**src/rtl/naviss_top.sv**
```systemverilog
// Counter-based time-to-digital converter: counts clk cycles from a start rise to a stop rise
// and ships the 16-bit result as two back-to-back 8N1 UART frames (high byte first).
module naviss_top #(
  parameter int CLKS_PER_BIT = 8,
  parameter int COUNT_W      = 16
) (
  input  logic [7:0] io_in,
  output logic [7:0] io_out
);

  localparam int TW = (CLKS_PER_BIT > 2) ? $clog2(CLKS_PER_BIT) : 1;
  localparam logic [TW-1:0] TICK_MAX = TW'(CLKS_PER_BIT - 1);

  // state     | meaning
  // S_IDLE    | waiting for a start edge, uart idle high
  // S_MEASURE | counting cycles until the stop edge
  // S_SEND_HI | shifting out result[15:8]
  // S_SEND_LO | shifting out result[7:0], then back to idle
  typedef enum logic [1:0] {
    S_IDLE    = 2'd0,
    S_MEASURE = 2'd1,
    S_SEND_HI = 2'd2,
    S_SEND_LO = 2'd3
  } state_t;

  logic w_clk;
  logic w_rst_n;
  logic w_start_pin;
  logic w_stop_pin;
  logic w_unused;

  assign w_clk       = io_in[0];
  assign w_rst_n     = io_in[1];
  assign w_start_pin = io_in[2];
  assign w_stop_pin  = io_in[3];
  assign w_unused    = ^io_in[7:4];

  logic r_start_s1, r_start_s2, r_start_prev;
  logic r_stop_s1, r_stop_s2, r_stop_prev;
  logic w_start_pulse;
  logic w_stop_pulse;

  // Identical three-stage paths on start and stop, so their latency cancels out.
  always_ff @(posedge w_clk) begin
    if (!w_rst_n) begin
      r_start_s1   <= 1'b0;
      r_start_s2   <= 1'b0;
      r_start_prev <= 1'b0;
      r_stop_s1    <= 1'b0;
      r_stop_s2    <= 1'b0;
      r_stop_prev  <= 1'b0;
    end else begin
      r_start_s1   <= w_start_pin;
      r_start_s2   <= r_start_s1;
      r_start_prev <= r_start_s2;
      r_stop_s1    <= w_stop_pin;
      r_stop_s2    <= r_stop_s1;
      r_stop_prev  <= r_stop_s2;
    end
  end

  assign w_start_pulse = r_start_s2 & ~r_start_prev;
  assign w_stop_pulse  = r_stop_s2 & ~r_stop_prev;

  state_t              r_state;
  logic [COUNT_W-1:0]  r_count;
  logic [COUNT_W-1:0]  r_result;
  logic                r_overflow;
  logic                r_tx;
  logic                r_measuring;
  logic                r_busy;
  logic [8:0]          r_shift;
  logic [TW-1:0]       r_tick;
  logic [3:0]          r_bit;

  logic                w_count_max;
  logic [COUNT_W-1:0]  w_meas_val;

  assign w_count_max = &r_count;
  assign w_meas_val  = w_count_max ? '1 : r_count + COUNT_W'(1);

  always_ff @(posedge w_clk) begin
    if (!w_rst_n) begin
      r_state     <= S_IDLE;
      r_count     <= '0;
      r_result    <= '0;
      r_overflow  <= 1'b0;
      r_tx        <= 1'b1;
      r_measuring <= 1'b0;
      r_busy      <= 1'b0;
      r_shift     <= '0;
      r_tick      <= '0;
      r_bit       <= '0;
    end else begin
      case (r_state)
        S_IDLE: begin
          if (w_start_pulse) begin
            r_overflow <= 1'b0;
            if (w_stop_pulse) begin
              r_result <= '0;
              r_state  <= S_SEND_HI;
              r_busy   <= 1'b1;
              r_tx     <= 1'b0;
              r_shift  <= {1'b1, 8'h00};
              r_tick   <= TICK_MAX;
              r_bit    <= '0;
            end else begin
              r_count     <= '0;
              r_state     <= S_MEASURE;
              r_measuring <= 1'b1;
            end
          end
        end
        S_MEASURE: begin
          if (w_count_max) r_overflow <= 1'b1;
          else             r_count    <= r_count + COUNT_W'(1);
          if (w_stop_pulse) begin
            r_result    <= w_meas_val;
            r_state     <= S_SEND_HI;
            r_measuring <= 1'b0;
            r_busy      <= 1'b1;
            r_tx        <= 1'b0;
            r_shift     <= {1'b1, w_meas_val[COUNT_W-1 -: 8]};
            r_tick      <= TICK_MAX;
            r_bit       <= '0;
          end
        end
        S_SEND_HI, S_SEND_LO: begin
          if (r_tick != '0) begin
            r_tick <= r_tick - TW'(1);
          end else begin
            r_tick <= TICK_MAX;
            if (r_bit == 4'd9) begin
              // Stop bit done: chain the low byte immediately, or finish.
              if (r_state == S_SEND_HI) begin
                r_state <= S_SEND_LO;
                r_tx    <= 1'b0;
                r_shift <= {1'b1, r_result[7:0]};
                r_bit   <= '0;
              end else begin
                r_state <= S_IDLE;
                r_busy  <= 1'b0;
                r_tx    <= 1'b1;
              end
            end else begin
              r_tx    <= r_shift[0];
              r_shift <= {1'b1, r_shift[8:1]};
              r_bit   <= r_bit + 4'd1;
            end
          end
        end
        default: r_state <= S_IDLE;
      endcase
    end
  end

  assign io_out = {4'b0000, r_overflow, r_busy, r_measuring, r_tx};

endmodule

```
**config.mk**
```make
export PLATFORM = sky130hd
export DESIGN_NAME = naviss_top
export DESIGN_NICKNAME = d
export VERILOG_FILES = /design/src/rtl/naviss_top.sv
export SDC_FILE = /design/constraint.sdc
export NUM_CORES = 1
export LEC_CHECK = 0
export BUFFER_PORTS_ARGS = -buffer_cell sky130_fd_sc_hd__buf_2
export CAP_MARGIN = 20
export CORE_MARGIN = 3
export CORE_UTILIZATION = 60
export DETAILED_ROUTE_END_ITERATION = 6
export PLACE_DENSITY_LB_ADDON = 0.1
export SKIP_CTS_REPAIR_TIMING = 1
export SLEW_MARGIN = 20
export SYNTH_ARGS = -nofsm -noshare
export SYNTH_HDL_FRONTEND = slang
export SYNTH_SLANG_ARGS = --single-unit
```
**constraint.sdc**
```tcl
create_clock -name io_in -period 3.45 [get_ports io_in]
set_input_delay 0.1725 -clock io_in [delete_from_list [all_inputs] [get_ports io_in]]
set_output_delay 0.1725 -clock io_in [all_outputs]
set_load 0.01 [all_outputs]
```
### After elaboration in Yosys (flattened, before gate mapping)

Cells that the tools add are included.

* bits in read-only memories: 0
* flip-flop bits (word level): 52
* output and inout bits: 8
* input bits: 8
* memories kept: 0
* bits in latches: 0
* RAM bits: 0

* bitwise logic cells: 4
* shift-type cells: 0
* $lt $le $gt $ge: 0
* equal/unequal tests: 14
* $mul: 0
* mux-type cells: 52
* add/subtract/negate cells: 3
* reduce and logical (&&, ||, !) cells: 14
* divide/modulo/power cells: 0

Operators with widths (count)
* two-way mux 16 bit: 4
* two-way mux 9 bit: 6
* case mux 16 bit (2 select lines): 1
* case mux 9 bit (3 select lines): 1
* two-way mux 8 bit: 3
* two-way mux 4 bit: 5
* AND reduction 4 bit: 5
* != test 2 bit, second input constant: 9
* adder 16 x 1 -> 16 bit, second input constant: 1
* case mux 8 bit (2 select lines): 1
* AND reduction 16 bit: 1
* two-way mux 1 bit: 15
* two-way mux 2 bit: 6
* case mux 4 bit (3 select lines): 1
* two-way mux 3 bit: 3
* case mux 3 bit (3 select lines): 1
* case mux 1 bit (3 select lines): 2
* case mux 2 bit (3 select lines): 1
* AND reduction 3 bit: 2
* AND reduction 5 bit: 1
* adder 4 x 1 -> 4 bit, second input constant: 1
* equality test 2 bit, second input constant: 2
* equality test 4 bit, second input constant: 1
* case mux 1 bit (2 select lines): 2
* other kinds (10): 12

### Logic depth before layout (Yosys ltp)

Gate-level depths: netlist of the first run.

* depth after elaboration: 5
* mapped depth: 10

### Worst setup path after synthesis of the first run

Ideal clock, no wire load.

* kind: flip-flop to flip-flop
* from: register r_count[0]
* to: register r_count[5]
* stages on the path, launching flop included: 8
* slack: 1.351 ns
* required time: 3.333 ns
* arrival time: 1.981 ns
* cells stage by stage: dfxtp_1 > ha_1 > nand4_4 > or4_4 > and2_1 > buf_6 > buf_6 > a32o_1

* cells in the longest elaborated chain, start to end: 3
* elaborated cells on any way between the ends: 6

RTL lines
* start, declared: RTL line 66 `logic [COUNT_W-1:0] r_count;`
* start signal, assigned: RTL line 116 `else r_count <= r_count + COUNT_W'(1);`
* adder 16 x 1 -> 16 bit / AND reduction 16 bit (equally long branches): RTL line 116, 79
* two-way mux 16 bit / != test 2 bit (equally long branches)
* case mux 16 bit (2 select lines) / AND reduction 4 bit (equally long branches)

Several ways; a longest one is shown, not always the timed one. The select of a mux whose other input is x is not followed.
A chain may end at the register's enable or synchronous reset.

### Worst setup path in the final report of the first run

* from: register r_count[0]
* to: register r_count[11]

Same word-level chain as after synthesis.

==> reports/results.txt, run 1 <==
status: finished, violations left
failing checks: hold timing
die area: 5600 um2
first-pass GRT wire length: 11.6 mm
Max transition margin: 46.3%
M1 wire length: 3.18 mm
CP arrival: 2.75 ns
multi-input combinational cell area: 1600 um2
Worst R2R Start: r_count[0]$_SDFFE_PN0P_
largest net degree at the start of global routing: 20
Tot GR Track Use: 27.9%
hold path cells: 1
post-synthesis async set-or-reset flop share: 0%
Reg2Reg Setup Slack: 0.86 ns
antenna-violating nets left: 0
routed len/inst: 15.7 um
capture point of the worst reg-to-reg path: r_count[11]$_SDFFE_PN0P_
dpl ws: 0.976 ns
worst hold endpoint: r_stop_s1$_SDFF_PN0_
Power Density: 813 nW/um2
Die H: 74.8 um
Initial Util: 63.5%
final setup TNS: 0 ns
Max-cap violations: 0
Final setup viols: 0
Worst Setup End Kind: flop
number of global-route vias before repair: 3164
RSZ-0062 raised after global routing: false
row cnt: 24
commonest non-fill, non-tap cell in the layout: nand2_1
Congestion Overflow GR: 0
DR vias: 2686
Nets: 405
Final Critical Period: 2.59 ns
# port buffers: 4
LEAKAGE: 1.42 nW
# DRC: 0
final count of hold timing violations: 2
Iter 0 DRT Violations: 232
initial antenna violation count: 0
worst-margin pin slew: 0.797 ns
fin crit share: 75.1%
n_diodes: 0
Core ar.: 4470 um2
share of cells above drive strength 1: 11.8%
kind of launch point of the worst setup path: flop
highest metal used: met4
Layout area overhead: 19.3%
r2r worst-path depth: 8
skew final: 0.00804 ns
crit-path max FO: 15
Hold WS: -0.189 ns
Max Freq: 386 MHz
Placer Congestion: 0.829
Vias per Instance: 5.98
worst skew pair latency: 0.31 ns
Cells after Synth: 357
CTS tree: built
Hold Startpoint: io_in[3]
CP Class: flop to flop
EDFF count, synth: 0
Max IR drop VDD: 410 uV
Ys Warns: 0
Setup WS post-layout: 0.859 ns
Clock transition at path regs: 0.10 ns
Reg area: 1040 um2
Seq/Total Area, Yosys: 36.7%
post-synth cell types: 51
hpwl dp: 4.35 mm
syn_area_per_cell: 7.96 um2
IO Pins: 16
die width: 74.8 um
worst hold path type: clock port to flop
Met3 Routed Length: 567 um
DRT Wirelength: 7.07 mm
dominant synthesized flop cell: dfxtp_1
count of state elements after synthesis: 52
FILL cells: 328
most frequent cells in the layout: 57 x nand2_1, 52 x dfxtp_1, 35 x inv_1
Cell Area, Synth: 2840 um2
Slew Viols, Final: 0
DRT Pass-1 Iters: 5
CP Data Required Time: 3.61 ns
metal2 WL: 3.13 mm
[worst max path at each step]
stage                                     endpoint                    start  cells after the start  slack, ns
after floorplan              r_bit[2]$_SDFFE_PN0P_                 io_in[1]                      4       0.92
final                     r_count[11]$_SDFFE_PN0P_  r_count[0]$_SDFFE_PN0P_                      8       0.86
after CTS                 r_count[11]$_SDFFE_PN0P_  r_count[0]$_SDFFE_PN0P_                      8       0.88
after global placement     r_shift[6]$_SDFFE_PN0P_                 io_in[1]                      3       0.98
after detailed placement   r_shift[6]$_SDFFE_PN0P_                 io_in[1]                      3       0.98
after global routing      r_count[11]$_SDFFE_PN0P_  r_count[0]$_SDFFE_PN0P_                      8       0.73
[through the flow]
| stage | area, um2 | power, mW | util (%) | instances |
|---|---|---|---|---|
| floorplan | 2850 | 1.20 | - | 360 |
| global placement | 2790 | 1.11 | 62.3 | 389 |
| detailed placement | 2790 | 1.11 | 62.3 | 389 |
| CTS | 3390 | 2.83 | 75.7 | 449 |
| global route | 3390 | 2.96 | 75.7 | 449 |
| finish | 3390 | 2.75 | 75.7 | 449 |
[where the power goes]
part           switching [mW]  leakage [nW]  internal [mW]
clock network           0.914         0.509           1.17
logic                 0.00197         0.468              0
registers                   0         0.448          0.671
total                   0.916          1.42           1.84
[critical path, stage by stage (launching register included)]
cell      delay [ns]
dfxtp_1         0.41
ha_1            0.33
nand4_4         0.18
or4_4           0.62
and2_1          0.37
nand2_1         0.17
clkbuf_8        0.14
clkbuf_8        0.12
o22ai_1         0.09
[state kept, by name (all words and copies together) (netlist names), 2 cells and up]
| register | cells |
|---|---|
| r_count | 16 |
| r_shift | 9 |
| r_result | 8 |
| r_bit | 4 |
| r_tick | 3 |
| r_state | 2 |
[per-layer routing]
metal	GRT usage [%]	vias to the layer above
met5	0	-
met4	35.4	0
met3	19.1	19
met2	30.5	116
met1	30.5	1238
li1	-	1313
[kinds of logic after synthesis]
family | count (synthesis) | synth area share, %
and+or+nand+nor | 157 | 28.5
AOI/OAI and AO/OA | 83 | 18.5
DFF | 52 | 36.7
buffers and inverters | 41 | 7.36
adders and majority gates | 10 | 4.41
xor gates and xnor gates | 9 | 2.78
muxes | 4 | 1.59
other | 1 | 0.132
[final cells by class]
| cell class | instances | share of cell area (%) |
|---|---|---|
| repair buffers | 6 | 1.03 |
| clock inverters | 29 | 3.92 |
| flip-flops and latches | 52 | 30.7 |
| well taps | 52 | 1.92 |
| inverters | 11 | 1.22 |
| clock buffers | 32 | 13.9 |
| multi-input cells | 267 | 47.3 |
[synthesized netlist by cell type (all sizes together) (2+ instances only)]
cell type	count	area, um2
a21o	3	22.5
or3	4	25.0
nor2	23	86.3
xnor2	4	35.0
mux2	4	45.0
a21oi	31	155
dfxtp	52	1040
a31oi	3	18.8
o22ai	11	68.8
and3	2	12.5
o21ai	13	65.1
xor2	5	43.8
and2	10	62.6
a311oi	6	52.6
clkbuf	10	37.5
nand3	17	85.1
or4	2	18.8
nand2	57	214
buf	19	126
nor3b	3	22.5
nor4	7	43.8
nand3b	5	37.5
o21a	2	15.0
a211oi	4	30.0
nor2b	2	12.5
ha	10	125
inv	12	45.0
nor3	6	30.0
nand4	6	67.6
nand2b	8	50.1
Power figures use the tool's default switching activity.
==> run 2, diff against run 1 <==
Settings changed: CORE_UTILIZATION 60 to 55.
Clock period 3.45 ns to 2.3 ns, I/O delays scaled along.
==> reports/results.txt, run 2 (synthesis gave the netlist of run 1 again) <==
# DRC: 0 (unchanged)
final setup TNS: 0 ns (unchanged)
Hold WS: -0.186 ns (+0.00312 ns)
Vias per Instance: 5.86 (-2.0%)
Setup WS post-layout: 0.120 ns (-0.740 ns)
Iter 0 DRT Violations: 209 (-9.9%)
Seq pwr share: 23.9% (-0.5 points)
initial antenna violation count: 0 (unchanged)
RSZ-0062 raised after global routing: false
commonest non-fill, non-tap cell in the layout: nand2_1
status: finished, violations left
M1 wire length: 3.21 mm (+0.91%)
Power Density: 1190 nW/um2 (+47%)
Met3 Routed Length: 673 um (+19%)
Layout Utilization: 72.9% (-2.8 points)
# port buffers: 4 (unchanged)
Sw Share: 32.8% (-0.51 points)
Comb power frac: 0.1% (about the same)
die width: 77.9 um (+4.1%)
highest metal used: met4
Core ar.: 4850 um2 (+8.4%)
Nets: 418 (+3.2%)
dpl ws: 0.137 ns (-0.839 ns)
Final Critical Period: 2.18 ns (-0.410 ns)
Slew Viols, Final: 0 (unchanged)
DRT Wirelength: 7.47 mm (+5.6%)
worst hold path type: clock port to flop
LEAKAGE: 1.50 nW (+5.5%)
first-pass GRT wire length: 12.4 mm (+6.3%)
share of cells above drive strength 1: 15.6% (+3.8 points)
Pint: 2.83 mW (+54%)
Placer Congestion: 0.826 (-0.37%)
CP Class: flop to flop
CP Data Required Time: 2.50 ns (-1.11 ns)
biggest registers after layout: r_count: 16 flops, r_shift: 9 flops, r_result: 8 flops
Clk pwr share: 76.0% (+0.5 points)
Tot GR Track Use: 26.6% (-1.3 points)
final count of hold timing violations: 2 (unchanged)
metal2 WL: 3.40 mm (+8.6%)
CP arrival: 2.38 ns (-0.37 ns)
max reg flops: 16 (unchanged)
worst skew pair latency: 0.31 ns (about the same)
number of global-route vias before repair: 3161 (-0.095%)
Max Freq: 459 MHz (+19%)
antenna-violating nets left: 0 (unchanged)
DR vias: 2796 (+4.1%)
most flop-heavy register: r_count
Die H: 77.9 um (+4.1%)
Clock transition at path regs: 0.10 ns (about the same)
skew final: 0.00489 ns (-0.00315 ns)
hpwl dp: 4.52 mm (+4.0%)
CTS tree: built
placed cells: 415 (+6.7%)
Max-cap violations: 0 (unchanged)
most frequent cells in the layout: 57 x nand2_1, 51 x dfxtp_1, 36 x inv_1
routed len/inst: 15.6 um (-0.63%)
Final setup viols: 0 (unchanged)
n_diodes: 0 (unchanged)
fin crit share: 94.8% (+20 points)
Finished Layout Cells: 477 (+6.2%)
DRT Pass-1 Iters: 6 (+1)
Layout area overhead: 24.4%
Max IR drop VDD: 843 uV (+110%)
IO Pins: 16 (unchanged)
Congestion Overflow GR: 0 (unchanged)
Psw: 1.38 mW (+51%)
crit-path max FO: 10 (-5)
failing checks: hold timing
largest net degree at the start of global routing: 26 (+30%)
Worst Setup End Kind: flop
kind of launch point of the worst setup path: flop
Initial Util: 58.6% (-4.9 points)
die area: 6060 um2 (+8.3%)
row cnt: 25 (+4.2%)
-- run 2: changes by cell type in the layout (fill, tap and decap cells not counted), moves of 2 or more --
cell and delta:
clkbuf_1 -2, buf_4 +13, ha_1 -2, clkinv_2 -2
ha_2 +2
-- run 2: worst paths after layout --
kind | end | depth (start not counted) | slack [ns] | from
setup / recovery | r_count[10]$_SDFFE_PN0P_ | 8 | 0.12 | r_count[1]$_SDFFE_PN0P_
hold / removal | r_start_s1$_SDFF_PN0_ | 1 | -0.19 | io_in[2]
setup reg to reg | r_count[10]$_SDFFE_PN0P_ | 8 | 0.12 | r_count[1]$_SDFFE_PN0P_
hold reg to reg | r_start_s2$_SDFF_PN0_ | 1 | 0.45 | r_start_s1$_SDFF_PN0_
-- run 2: layout make-up --
class	instances	area [um2]
Fill cell	376	1310
Clock inverter	30	146
Timing Repair Buffer	19	133
Multi-Input combinational cell	267	1610
Clock buffer	31	477
Sequential cell	52	1040
Tap cell	67	83.8
Inverter	11	41.3
-- run 2: worst max-delay path: stages, from the launching register on --
cell      delay, ns
dfxtp_1        0.39
ha_2           0.23
nand4_4        0.17
or4_4          0.61
and2_4         0.23
nand2_1        0.09
clkbuf_8       0.13
clkbuf_8       0.12
o22ai_1        0.08
-- run 2: per-stage QoR --
step | instance area (um2) | power (mW)
2_1_floorplan | 2850 | 1.80
3_3_place_gp | 2890 | 1.67
3_5_place_dp | 2890 | 1.67
4_1_cts | 3510 | 4.30
5_1_grt | 3530 | 4.54
6_report | 3530 | 4.21
-- run 2: power groups by stage --
stage	combinational [mW]	clock [mW]	sequential, mW
floorplan	0.00788	0.758	1.04
global placement	0.00282	0.628	1.04
detailed placement	0.00282	0.628	1.04
CTS	0.00282	3.29	1.01
global route	0.00343	3.53	1.01
finish	0.00296	3.20	1.01
-- run 2: per-layer routing --
metal | up-vias | track usage (%)
li1 | 1344 | -
met1 | 1284 | 27.7
met2 | 143 | 31.1
met3 | 25 | 20.8
met4 | 0 | 28.6
met5 | - | 0
